**config.mk**
```make
export PLATFORM = sky130hd
export DESIGN_NAME = pc_fetch_ctrl
export DESIGN_NICKNAME = d
export VERILOG_FILES = /design/src/rtl/riscv_pkg.sv /design/src/rtl/pc_fetch_ctrl.sv
export SDC_FILE = /design/constraint.sdc
export NUM_CORES = 1
export LEC_CHECK = 0
export ABC_CLOCK_PERIOD_IN_PS = 2800
export CELL_PAD_IN_SITES_DETAIL_PLACEMENT = 1
export CELL_PAD_IN_SITES_GLOBAL_PLACEMENT = 1
export CORE_AREA = 2 2 114 127
export CTS_CLUSTER_SIZE = 30
export DETAILED_ROUTE_END_ITERATION = 10
export DIE_AREA = 0 0 116 129
export GPL_ROUTABILITY_DRIVEN = 0
export GPL_TIMING_DRIVEN = 0
export PLACE_DENSITY_LB_ADDON = 0.12
export SLEW_MARGIN = 20
export SYNTH_ARGS = -nofsm -noshare
export SYNTH_HDL_FRONTEND = slang
export SYNTH_SLANG_ARGS = --single-unit
```
**constraint.sdc**
```tcl
create_clock -name clk -period 2.8 [get_ports clk]
set_input_delay 0.42 -clock clk [delete_from_list [all_inputs] [get_ports clk]]
set_output_delay 0.42 -clock clk [all_outputs]
set_load 0.02 [all_outputs]
```
**src/rtl/riscv_pkg.sv**
```systemverilog
// Shared RISC-V front-end definitions: fetch FSM states, reset PC default
// and the mask that forces fetch addresses onto a word boundary.
package riscv_pkg;

  typedef enum logic [1:0] {
    IDLE = 2'd0,
    REQ  = 2'd1,
    WAIT = 2'd2,
    OUT  = 2'd3
  } fetch_state_e;

  localparam logic [31:0] RESET_PC_DEFAULT = 32'h0000_0000;

  // Wide enough for any PC width up to 64; callers truncate to ADDR_W.
  localparam logic [63:0] WORD_ALIGN_MASK = ~64'h3;

endpackage

```
**src/rtl/pc_fetch_ctrl.sv**
```systemverilog
// Instruction fetch controller: owns the PC, issues one memory request at a
// time, buffers the returned word and handles branch redirects in flight.
module pc_fetch_ctrl
  import riscv_pkg::*;
#(
  parameter int                ADDR_W   = 32,
  parameter logic [ADDR_W-1:0] RESET_PC = ADDR_W'(RESET_PC_DEFAULT)
) (
  input  logic              clk,
  input  logic              rst_n,
  output logic [ADDR_W-1:0] PC_reg_out,
  input  logic [ADDR_W-1:0] Next_PC,
  input  logic              branch_taken_i,
  input  logic [ADDR_W-1:0] branch_target_i,
  output logic              imem_req_o,
  output logic [ADDR_W-1:0] imem_addr_o,
  input  logic              imem_gnt_i,
  input  logic              imem_rvalid_i,
  input  logic [ADDR_W-1:0] imem_rdata_i,
  output logic              instr_valid_o,
  output logic [ADDR_W-1:0] instr_o,
  output logic [ADDR_W-1:0] instr_pc_o,
  input  logic              instr_ready_i
);

  localparam logic [ADDR_W-1:0] ALIGN = ADDR_W'(WORD_ALIGN_MASK);

  fetch_state_e      state_q, state_d;
  logic [ADDR_W-1:0] pc_q, pc_d;
  logic [ADDR_W-1:0] instr_q, instr_d;
  logic [ADDR_W-1:0] ipc_q, ipc_d;
  logic              drop_q, drop_d;

  // State and datapath registers; reset abandons any transaction in flight.
  always_ff @(posedge clk or negedge rst_n) begin
    if (!rst_n) begin
      state_q <= IDLE;
      pc_q    <= RESET_PC;
      instr_q <= '0;
      ipc_q   <= '0;
      drop_q  <= 1'b0;
    end else begin
      state_q <= state_d;
      pc_q    <= pc_d;
      instr_q <= instr_d;
      ipc_q   <= ipc_d;
      drop_q  <= drop_d;
    end
  end

  // Next-state, PC update, instruction capture and stale-beat tracking.
  always_comb begin
    state_d = state_q;
    pc_d    = pc_q;
    instr_d = instr_q;
    ipc_d   = ipc_q;
    drop_d  = drop_q;
    case (state_q)
      IDLE: state_d = REQ;
      REQ: begin
        // A redirect coinciding with a grant cannot retract the accepted
        // request, so its response is marked stale and waited out.
        if (imem_gnt_i) begin
          state_d = WAIT;
          drop_d  = branch_taken_i;
        end
      end
      WAIT: begin
        if (imem_rvalid_i) begin
          if (drop_q || branch_taken_i) begin
            state_d = REQ;
            drop_d  = 1'b0;
          end else begin
            instr_d = imem_rdata_i;
            ipc_d   = pc_q;
            state_d = OUT;
          end
        end else if (branch_taken_i) begin
          drop_d = 1'b1;
        end
      end
      OUT: begin
        if (branch_taken_i || instr_ready_i) state_d = REQ;
        if (instr_ready_i && !branch_taken_i) pc_d = Next_PC;
      end
      default: state_d = IDLE;
    endcase
    // Redirect has priority over sequential advance in every active state.
    if (branch_taken_i && state_q != IDLE) pc_d = branch_target_i & ALIGN;
  end

  assign PC_reg_out    = pc_q;
  assign imem_req_o    = (state_q == REQ);
  assign imem_addr_o   = pc_q;
  assign instr_valid_o = (state_q == OUT);
  assign instr_o       = instr_q;
  assign instr_pc_o    = ipc_q;

endmodule

```
==> results by group, run 1 <==
Status
  – Result of the run: complete, no violations

Place
  – DPL Wire Length: 9.57 mm
  – Input/output buffers: 228
  – Cell count after placement: 717

Job
  – Number of max-capacitance violations reported: 0

Pwr
  – Net Sw Frac: 37.3%
  – Power Dens Cells: 1180 nW/µm²
  – Power spent charging and discharging nets: 3.22 mW
  – Sequential Power Share: 30.6%
  – Total leakage power: 3.13 nW
  – Max rail drop VDD: 506 µV
  – Clock power share: 13.9%
  – Cell internal power dissipation: 5.40 mW
  – Relative contribution of combinational cells to total power: 55.5%

Clock network
  – Number of instances resized during post-cts repair: 0
  – Clock root buffer: sky130_fd_sc_hd__clkbuf_16
  – Clock Latency Late Sink: 0.36 ns
  – Maximum count of clock buffers along a single path: 2
  – Number of hold buffers added after cts: 1
  – Clock tree from TritonCTS: yes
  – Number of clock sinks: 99
  – Number of buffers created by CTS: 9
  – H-Tree Level Count: 3
  – Buffers inserted during post-CTS setup optimization: 0
  – CTS clk-pin slew, worst paths: 0.07 ns

Critical path
  – R2r startpoint: state_q[0]$_DFFE_PN0P_
  – R2R depth: 6
  – Worst setup path class: reg -> out
  – Worst flop-to-flop path endpoint: instr_pc_o[11]$_DFFE_PN0P_
  – Data arrival time at the worst-slack endpoint: 1.84 ns
  – Worst reg2reg setup slack: 0.65 ns
  – Crit path buffers/inverters: 2
  – Crit path capture type: output port
  – Critical path data required time: 2.38 ns
  – Slowest cell on the critical path: sky130_fd_sc_hd__clkdlybuf4s50_1
  – Delay contributed by the slowest stage of the critical path: 0.65 ns
  – Top cell family by delay on the critical path: buffers and inverters
  – Type of origin of the critical path: flip-flop
  – Cell Chain, Critical Path: inv_1 > ha_1 > clkdlybuf4s50_1
  – CP Max Fanout: 4

STA
  – Share of the clock period used by the worst path after layout: 80.6%
  – Count of endpoints failing hold in the final timing report: 0
  – Accumulated negative setup slack: 0 ns
  – Hold_ws: 0.388 ns
  – Final period demand of the worst path: 2.26 ns
  – Peak Freq: 443 MHz
  – Setup-failing EPs final: 0
  – Skew final: 0.00681 ns
  – Final Max Slew Viols: 0
  – RSZ-0062 raised after global routing: false
  – Relative slew slack: 62.7%
  – Least-Margin Pin Slew: 0.558 ns

Routing
  – Routed WL: 12.3 mm
  – Final ANT Viol Nets: 0
  – Vias post-DR: 3,279
  – Post-detailed-route wirelength per cell: 16.8 µm
  – Detailed Route Iter0 Violations: 35
  – TritonRoute pass-1 iters: 3
  – Number of remaining DRC errors: 0
  – Number of vias per cell: 4.47

Yosys
  – Compound-gate portion of the synthesized area: 0.817%
  – Number of distinct library cells after synthesis: 18
  – Average cell area after synthesis: 14.8 µm²
  – Simple-gate portion of the synthesized area: 1.52%
  – Syn Inst Count: 300
  – Post-synthesis share of cell area spent on xor and xnor gates: 0%
  – Net count after synthesis: 408
  – Synth warn: 0
  – Share of synthesized area occupied by flip-flops and latches: 55.8%
  – Post-synthesis cell type with the largest combined area: sky130_fd_sc_hd__dfrtp_1
  – Fraction of synthesized area in multiplexers: 32.6%
  – #FFs+latches synth: 99
  – Dominant cells by area after synthesis: sky130_fd_sc_hd__dfrtp_1 (56%), sky130_fd_sc_hd__mux2_2 (30%), sky130_fd_sc_hd__buf_4 (6.6%)
  – Portion of synthesized cell area occupied by the leading cell type: 55.8%
  – Post-synthesis share of cell area spent on full adders, half adders and majority gates: 1.69%
  – Dominant combinational cell family by area after synthesis: multiplexers
  – Cell area after synthesis: 4440 µm²

Die
  – Io pins: 232
  – Row count: 45
  – Placeable Area: 13,600 µm²
  – Horizontal extent of the die: 116 µm
  – Height of the die: 129 µm
  – Starting Density: 32.6%
  – Die Outline Area: 15,000 µm²

GRT
  – Sum of overflow across all layers after global routing: 0
  – Maximum number of pins on one net before global-route repair: 61
  – Overall routing resource usage: 16.9%
  – Number of global-route vias before repair: 3,566
  – Number of antenna violations at the first check in global routing: 0
  – First-pass GRT wire length: 19.0 mm

Finish
  – Share of cells above drive strength 1: 33.7%
  – Layout-stage area growth over the synthesis result: 64.0%
  – Number of non-filler instances in the completed layout: 734
  – Nets: 649
  – Antenna Diode Count: 0

Min path
  – Type of the tightest min-delay check: in -> reg
  – Hold-critical path depth: 2
  – Hold wc startpoint: branch_taken_i
  – Worst-case hold path end point: PC_reg_out[0]$_DFFE_PN0P_
## Yosys cell counts
cell	count
sky130_fd_sc_hd__buf_2	6
sky130_fd_sc_hd__nand2_1	2
sky130_fd_sc_hd__o211ai_1	1
sky130_fd_sc_hd__nor3b_1	1
sky130_fd_sc_hd__inv_1	4
sky130_fd_sc_hd__ha_1	6
sky130_fd_sc_hd__o21ai_0	4
sky130_fd_sc_hd__mux2_1	5
sky130_fd_sc_hd__nand2b_1	1
sky130_fd_sc_hd__buf_4	39
sky130_fd_sc_hd__mux2_2	120
sky130_fd_sc_hd__a221oi_1	1
sky130_fd_sc_hd__nor3_4	1
sky130_fd_sc_hd__nand3_1	4
sky130_fd_sc_hd__nor2b_1	1
sky130_fd_sc_hd__mux2i_1	4
sky130_fd_sc_hd__dfrtp_1	99
sky130_fd_sc_hd__nor2_1	1
## layout make-up
class	instances	area, µm²
Buffer	45	323
Clock buffer	9	225
Clock inverter	7	60.1
Fill cell	1408	6340
Inverter	4	15.0
Multi-Input combinational cell	152	1630
Sequential cell	99	2480
Tap cell	188	235
Timing Repair Buffer	230	2320
## power by group through the flow
stage	Combinational, mW	Clock (mW)	Sequential, mW
after floorplan	1.67	0	3.42
after global placement	4.76	0	2.63
after detailed placement	4.84	0	2.68
after CTS	4.86	1.24	2.66
after global routing	5.05	1.31	2.75
final	4.78	1.20	2.64
## worst max path at each step
stage	start	endpoint	slack, ns	cells after the start
3_3_place_gp	rst_n	instr_o[6]$_DFFE_PN0P_	-2.54	1
5_1_grt	state_q[0]$_DFFE_PN0P_	instr_pc_o[6]$_DFFE_PN0P_	0.44	6
4_1_cts	state_q[1]$_DFFE_PN0P_	imem_req_o	0.52	3
2_1_floorplan	state_q[0]$_DFFE_PN0P_	instr_o[30]$_DFFE_PN0P_	1.04	6
3_5_place_dp	imem_rvalid_i	instr_pc_o[2]$_DFFE_PN0P_	0.52	5
6_report	state_q[1]$_DFFE_PN0P_	imem_req_o	0.54	3
## cell usage in the layout, fill, tap and decap left out
cell                              count
sky130_fd_sc_hd__buf_4               39
sky130_fd_sc_hd__mux2_1               5
sky130_fd_sc_hd__nand2_1              2
sky130_fd_sc_hd__a221oi_1             1
sky130_fd_sc_hd__dlygate4sd3_1        1
sky130_fd_sc_hd__nand3_1              4
sky130_fd_sc_hd__buf_16               1
sky130_fd_sc_hd__clkinv_4             2
sky130_fd_sc_hd__nor2_1               1
sky130_fd_sc_hd__o211ai_1             1
sky130_fd_sc_hd__inv_8                1
sky130_fd_sc_hd__clkinvlp_4           3
sky130_fd_sc_hd__clkbuf_16            9
sky130_fd_sc_hd__nand2b_1             1
sky130_fd_sc_hd__nor3_4               1
sky130_fd_sc_hd__dfrtp_1             99
sky130_fd_sc_hd__clkdlybuf4s50_1    227
sky130_fd_sc_hd__inv_6                1
sky130_fd_sc_hd__o21ai_0              4
sky130_fd_sc_hd__mux2i_1              4
sky130_fd_sc_hd__mux2_2             120
sky130_fd_sc_hd__buf_6                1
sky130_fd_sc_hd__buf_2                6
sky130_fd_sc_hd__ha_1                 6
sky130_fd_sc_hd__nor2b_1              1
sky130_fd_sc_hd__nor3b_1              1
sky130_fd_sc_hd__inv_1                4
## cells by family (layout without fill, tap and decap cells)
family / after synthesis / count (layout)
muxes: 129 / 129
buffers and inverters: 49 / 295
DFF: 99 / 99
and+or+nand+nor: 11 / 11
AOI/OAI and AO/OA: 6 / 6
adders and majority gates: 6 / 6
## stage by stage
stage | setup slack (ns) | area [µm²] | power, mW | utilization [%]
floorplan | 1.04 | 4440 | 5.09 | -
detailed placement | 0.515 | 6990 | 7.52 | 51.3
CTS | 0.523 | 7280 | 8.75 | 53.5
global route | 0.438 | 7280 | 9.10 | 53.5
global placement | -2.54 | 6960 | 7.40 | 51.1
finish | 0.544 | 7280 | 8.62 | 53.5
## state kept, by name (all words and copies together), names as in the netlist
| register | count |
|---|---|
| PC_reg_out | 32 |
| drop_q | 1 |
| instr_o | 32 |
| instr_pc_o | 32 |
| state_q | 2 |
## layer usage
metal  vias to the layer above  routed length [µm]  track usage, %  share of wire [%]
li1                       1508                   -               -                  -
met2                       118                6520            29.6                 53
met1                      1642                4640            19.0                 38
met3                        11                 981            6.08                8.0
met5                         -                   0               0                  0
met4                         0                 175            5.67                1.4
(Power assumes the default switching activity.)
==> run 2: changes to the inputs <==
Settings changed: ABC_CLOCK_PERIOD_IN_PS 2800 to 1800, CORE_AREA 2 2 114 127 to 2 2 124 138, DIE_AREA 0 0 116 129 to 0 0 126 140.
Clock period 2.8 ns to 1.8 ns, I/O delays scaled along.
==> run 2 against run 1 <==
Against the previous run:
- the run now ends with setup timing left
- clock skew down 0.00074 ns
- final area up 9.1%
- combinational power up 72%
- via count up 1.5%
- hold slack worse by 0.14 ns
- sequential power up 56%
- register-to-register slack worse by 0.69 ns
==> results by group, run 2 (same netlist as run 1, synthesis figures left out) <==
GRT
  – Number of global-route vias before repair: 3,664 (+2.7%)
  – Sum of overflow across all layers after global routing: 0 (unchanged)
  – Overall routing resource usage: 14.6% (-2.3 points)
  – Number of antenna violations at the first check in global routing: 0 (unchanged)
  – First-pass GRT wire length: 20.2 mm (+6.4%)
  – Maximum number of pins on one net before global-route repair: 52 (-15%)

STA
  – Hold_ws: 0.248 ns (-0.139 ns)
  – Setup-failing EPs final: 23 (+23)
  – Count of endpoints failing hold in the final timing report: 0 (unchanged)
  – Final period demand of the worst path: 1.84 ns
  – Relative slew slack: 68.1% (+5.5 points)
  – Skew final: 0.00606 ns (-0.000744 ns)
  – Final Max Slew Viols: 0 (unchanged)
  – Accumulated negative setup slack: -0.529 ns (-0.529 ns)
  – Worst setup slack after layout: -0.0393 ns (-0.583 ns)
  – Least-Margin Pin Slew: 0.478 ns (-0.0802 ns)
  – RSZ-0062 raised after global routing: true
  – Share of the clock period used by the worst path after layout: 102%
  – Peak Freq: 544 MHz

Finish
  – Highest-count cells in the layout ignoring fill and taps: sky130_fd_sc_hd__clkdlybuf4s50_1 (218), sky130_fd_sc_hd__dfrtp_1 (96), sky130_fd_sc_hd__mux2_2 (67)
  – Layout-stage area growth over the synthesis result: 78.9%
  – Share of cells above drive strength 1: 37.8% (+4.1 points)
  – Nets: 664 (+2.3%)
  – Final cell area excluding filler cells: 7950 µm² (+9.1%)
  – Leading cell type in the layout, fill and taps excluded: sky130_fd_sc_hd__clkdlybuf4s50_1
  – Antenna Diode Count: 0 (unchanged)

Place
  – Worst setup slack after placement: -0.433 ns (-0.949 ns)
  – Input/output buffers: 228 (unchanged)
  – Placed cell areas: 7010 µm² (+0.29%)
  – DPL Wire Length: 9.70 mm (+1.4%)

Pwr
  – Max rail drop VDD: 658 µV (+30%)
  – Net Sw Frac: 35.7% (-1.6 points)
  – Power spent charging and discharging nets: 5.19 mW (+61%)
  – Cell internal power dissipation: 9.35 mW (+73%)
  – Total leakage power: 3.60 nW (+15%)
  – Clock power share: 15.2% (+1.3 points)
  – Post-layout power: 14.5 mW (+69%)
  – Relative contribution of combinational cells to total power: 56.5% (+1.0 points)
  – Power Dens Cells: 1830 nW/µm² (+55%)
  – Sequential Power Share: 28.4% (-2.2 points)

Min path
  – Type of the tightest min-delay check: in -> reg

Routing
  – Vias post-DR: 3,327 (+1.5%)
  – Number of vias per cell: 4.35 (-2.6%)
  – Number of remaining DRC errors: 0 (unchanged)
  – Detailed Route Iter0 Violations: 64 (+83%)
  – Routed WL: 13.7 mm (+11%)
  – TritonRoute pass-1 iters: 4 (+1)
  – Post-detailed-route wirelength per cell: 17.9 µm (+6.7%)
  – Final ANT Viol Nets: 0 (unchanged)

Die
  – Row count: 49 (+8.9%)
  – Height of the die: 140 µm (+8.5%)
  – Starting Density: 27.4% (-5.2 points)
  – Io pins: 232 (unchanged)
  – Die Outline Area: 17,600 µm² (+18%)
  – Placeable Area: 16,200 µm² (+19%)
  – Horizontal extent of the die: 126 µm (+8.6%)

Clock network
  – Maximum count of clock buffers along a single path: 2 (unchanged)
  – Clock tree from TritonCTS: yes
  – Clock root buffer: sky130_fd_sc_hd__clkbuf_16
  – Number of clock sinks: 99 (unchanged)
  – H-Tree Level Count: 3 (unchanged)
  – Number of buffers created by CTS: 9 (unchanged)
  – Clock Latency Late Sink: 0.35 ns (about the same)
  – CTS clk-pin slew, worst paths: 0.07 ns (about the same)

Critical path
  – Type of origin of the critical path: flip-flop
  – CP Max Fanout: 7 (+3)
  – Critical path data required time: 2.03 ns (-0.35 ns)
  – Worst setup path class: reg -> reg
  – Crit path capture type: flip-flop
  – Worst reg2reg setup slack: -0.04 ns (-0.69 ns)
  – Data arrival time at the worst-slack endpoint: 2.07 ns (+0.23 ns)

Job
  – Number of max-capacitance violations reported: 0 (unchanged)

Status
  – Result of the run: finished with violations
  – Failing checks: setup timing
-- run 2: final timing paths --
kind | start | end | depth (start not counted)
worst max-delay path | state_q[1]$_DFFE_PN0P_ | PC_reg_out[20]$_DFFE_PN0P_ | 6
worst min-delay path | branch_taken_i | PC_reg_out[0]$_DFFE_PN0P_ | 2
worst max register to register | state_q[1]$_DFFE_PN0P_ | PC_reg_out[20]$_DFFE_PN0P_ | 6
max in group asynchronous | rst_n | state_q[1]$_DFFE_PN0P_ | 3
min in group asynchronous | rst_n | instr_pc_o[6]$_DFFE_PN0P_ | 2
worst min register to register | instr_pc_o[7]$_DFFE_PN0P_ | instr_pc_o[7]$_DFFE_PN0P_ | 1
-- run 2: area by class of cell --
cell class / count / area, µm²
plain buffers: 45 / 448
clock buffers: 9 / 225
clock inverters: 7 / 116
fillers: 1651 / 8240
inverters: 4 / 17.5
multi-input cells: 152 / 1870
flip-flops and latches: 99 / 2480
well taps: 204 / 255
repair buffers: 245 / 2530
-- run 2: worst max-delay path, cell delays in order, from the launching register on --
cell	delay, ns
sky130_fd_sc_hd__dfrtp_2	0.45
sky130_fd_sc_hd__inv_4	0.09
sky130_fd_sc_hd__ha_4	0.14
sky130_fd_sc_hd__nand2b_4	0.27
sky130_fd_sc_hd__clkbuf_16	0.21
sky130_fd_sc_hd__mux2_4	0.30
sky130_fd_sc_hd__mux2_2	0.26
-- run 2: routing by layer --
metal  GRT usage, %  wire length (µm)  up-vias
met3           3.44               788       14
li1               -                 -     1528
met2           26.2              7170      120
met4           5.78               264        0
met1           16.6              5480     1665
met5              0                 0        -
-- run 2: power groups by stage --
| stage | Sequential, mW | Clock [mW] | Combinational [mW] |
|---|---|---|---|
| 6_report | 4.12 | 2.20 | 8.21 |
| 5_1_grt | 4.31 | 2.37 | 8.63 |
| 4_1_cts | 4.13 | 2.29 | 7.71 |
| 3_5_place_dp | 4.16 | 0 | 7.56 |
| 3_3_place_gp | 4.09 | 0 | 7.44 |
| 2_1_floorplan | 5.32 | 0 | 2.60 |
-- run 2: stage by stage --
step / cells / utilization, %
CTS: 757 / 46.4
floorplan: 300 / -
global placement: 732 / 43.1
finish: 765 / 49.1
global route: 765 / 49.1
detailed placement: 733 / 43.3
-- run 2: timing repair --
| item | CTS | global route |
|---|---|---|
| gates cloned | 1 | 5 |
| setup buffers | 6 | 3 |
| pin swaps | 1 | 3 |
| hold buffers | 1 | 0 |
| gates resized for setup | 37 | 80 |
| endpoints found under the setup margin | 98 | 101 |
| hold endpoints to repair | 48 | 0 |
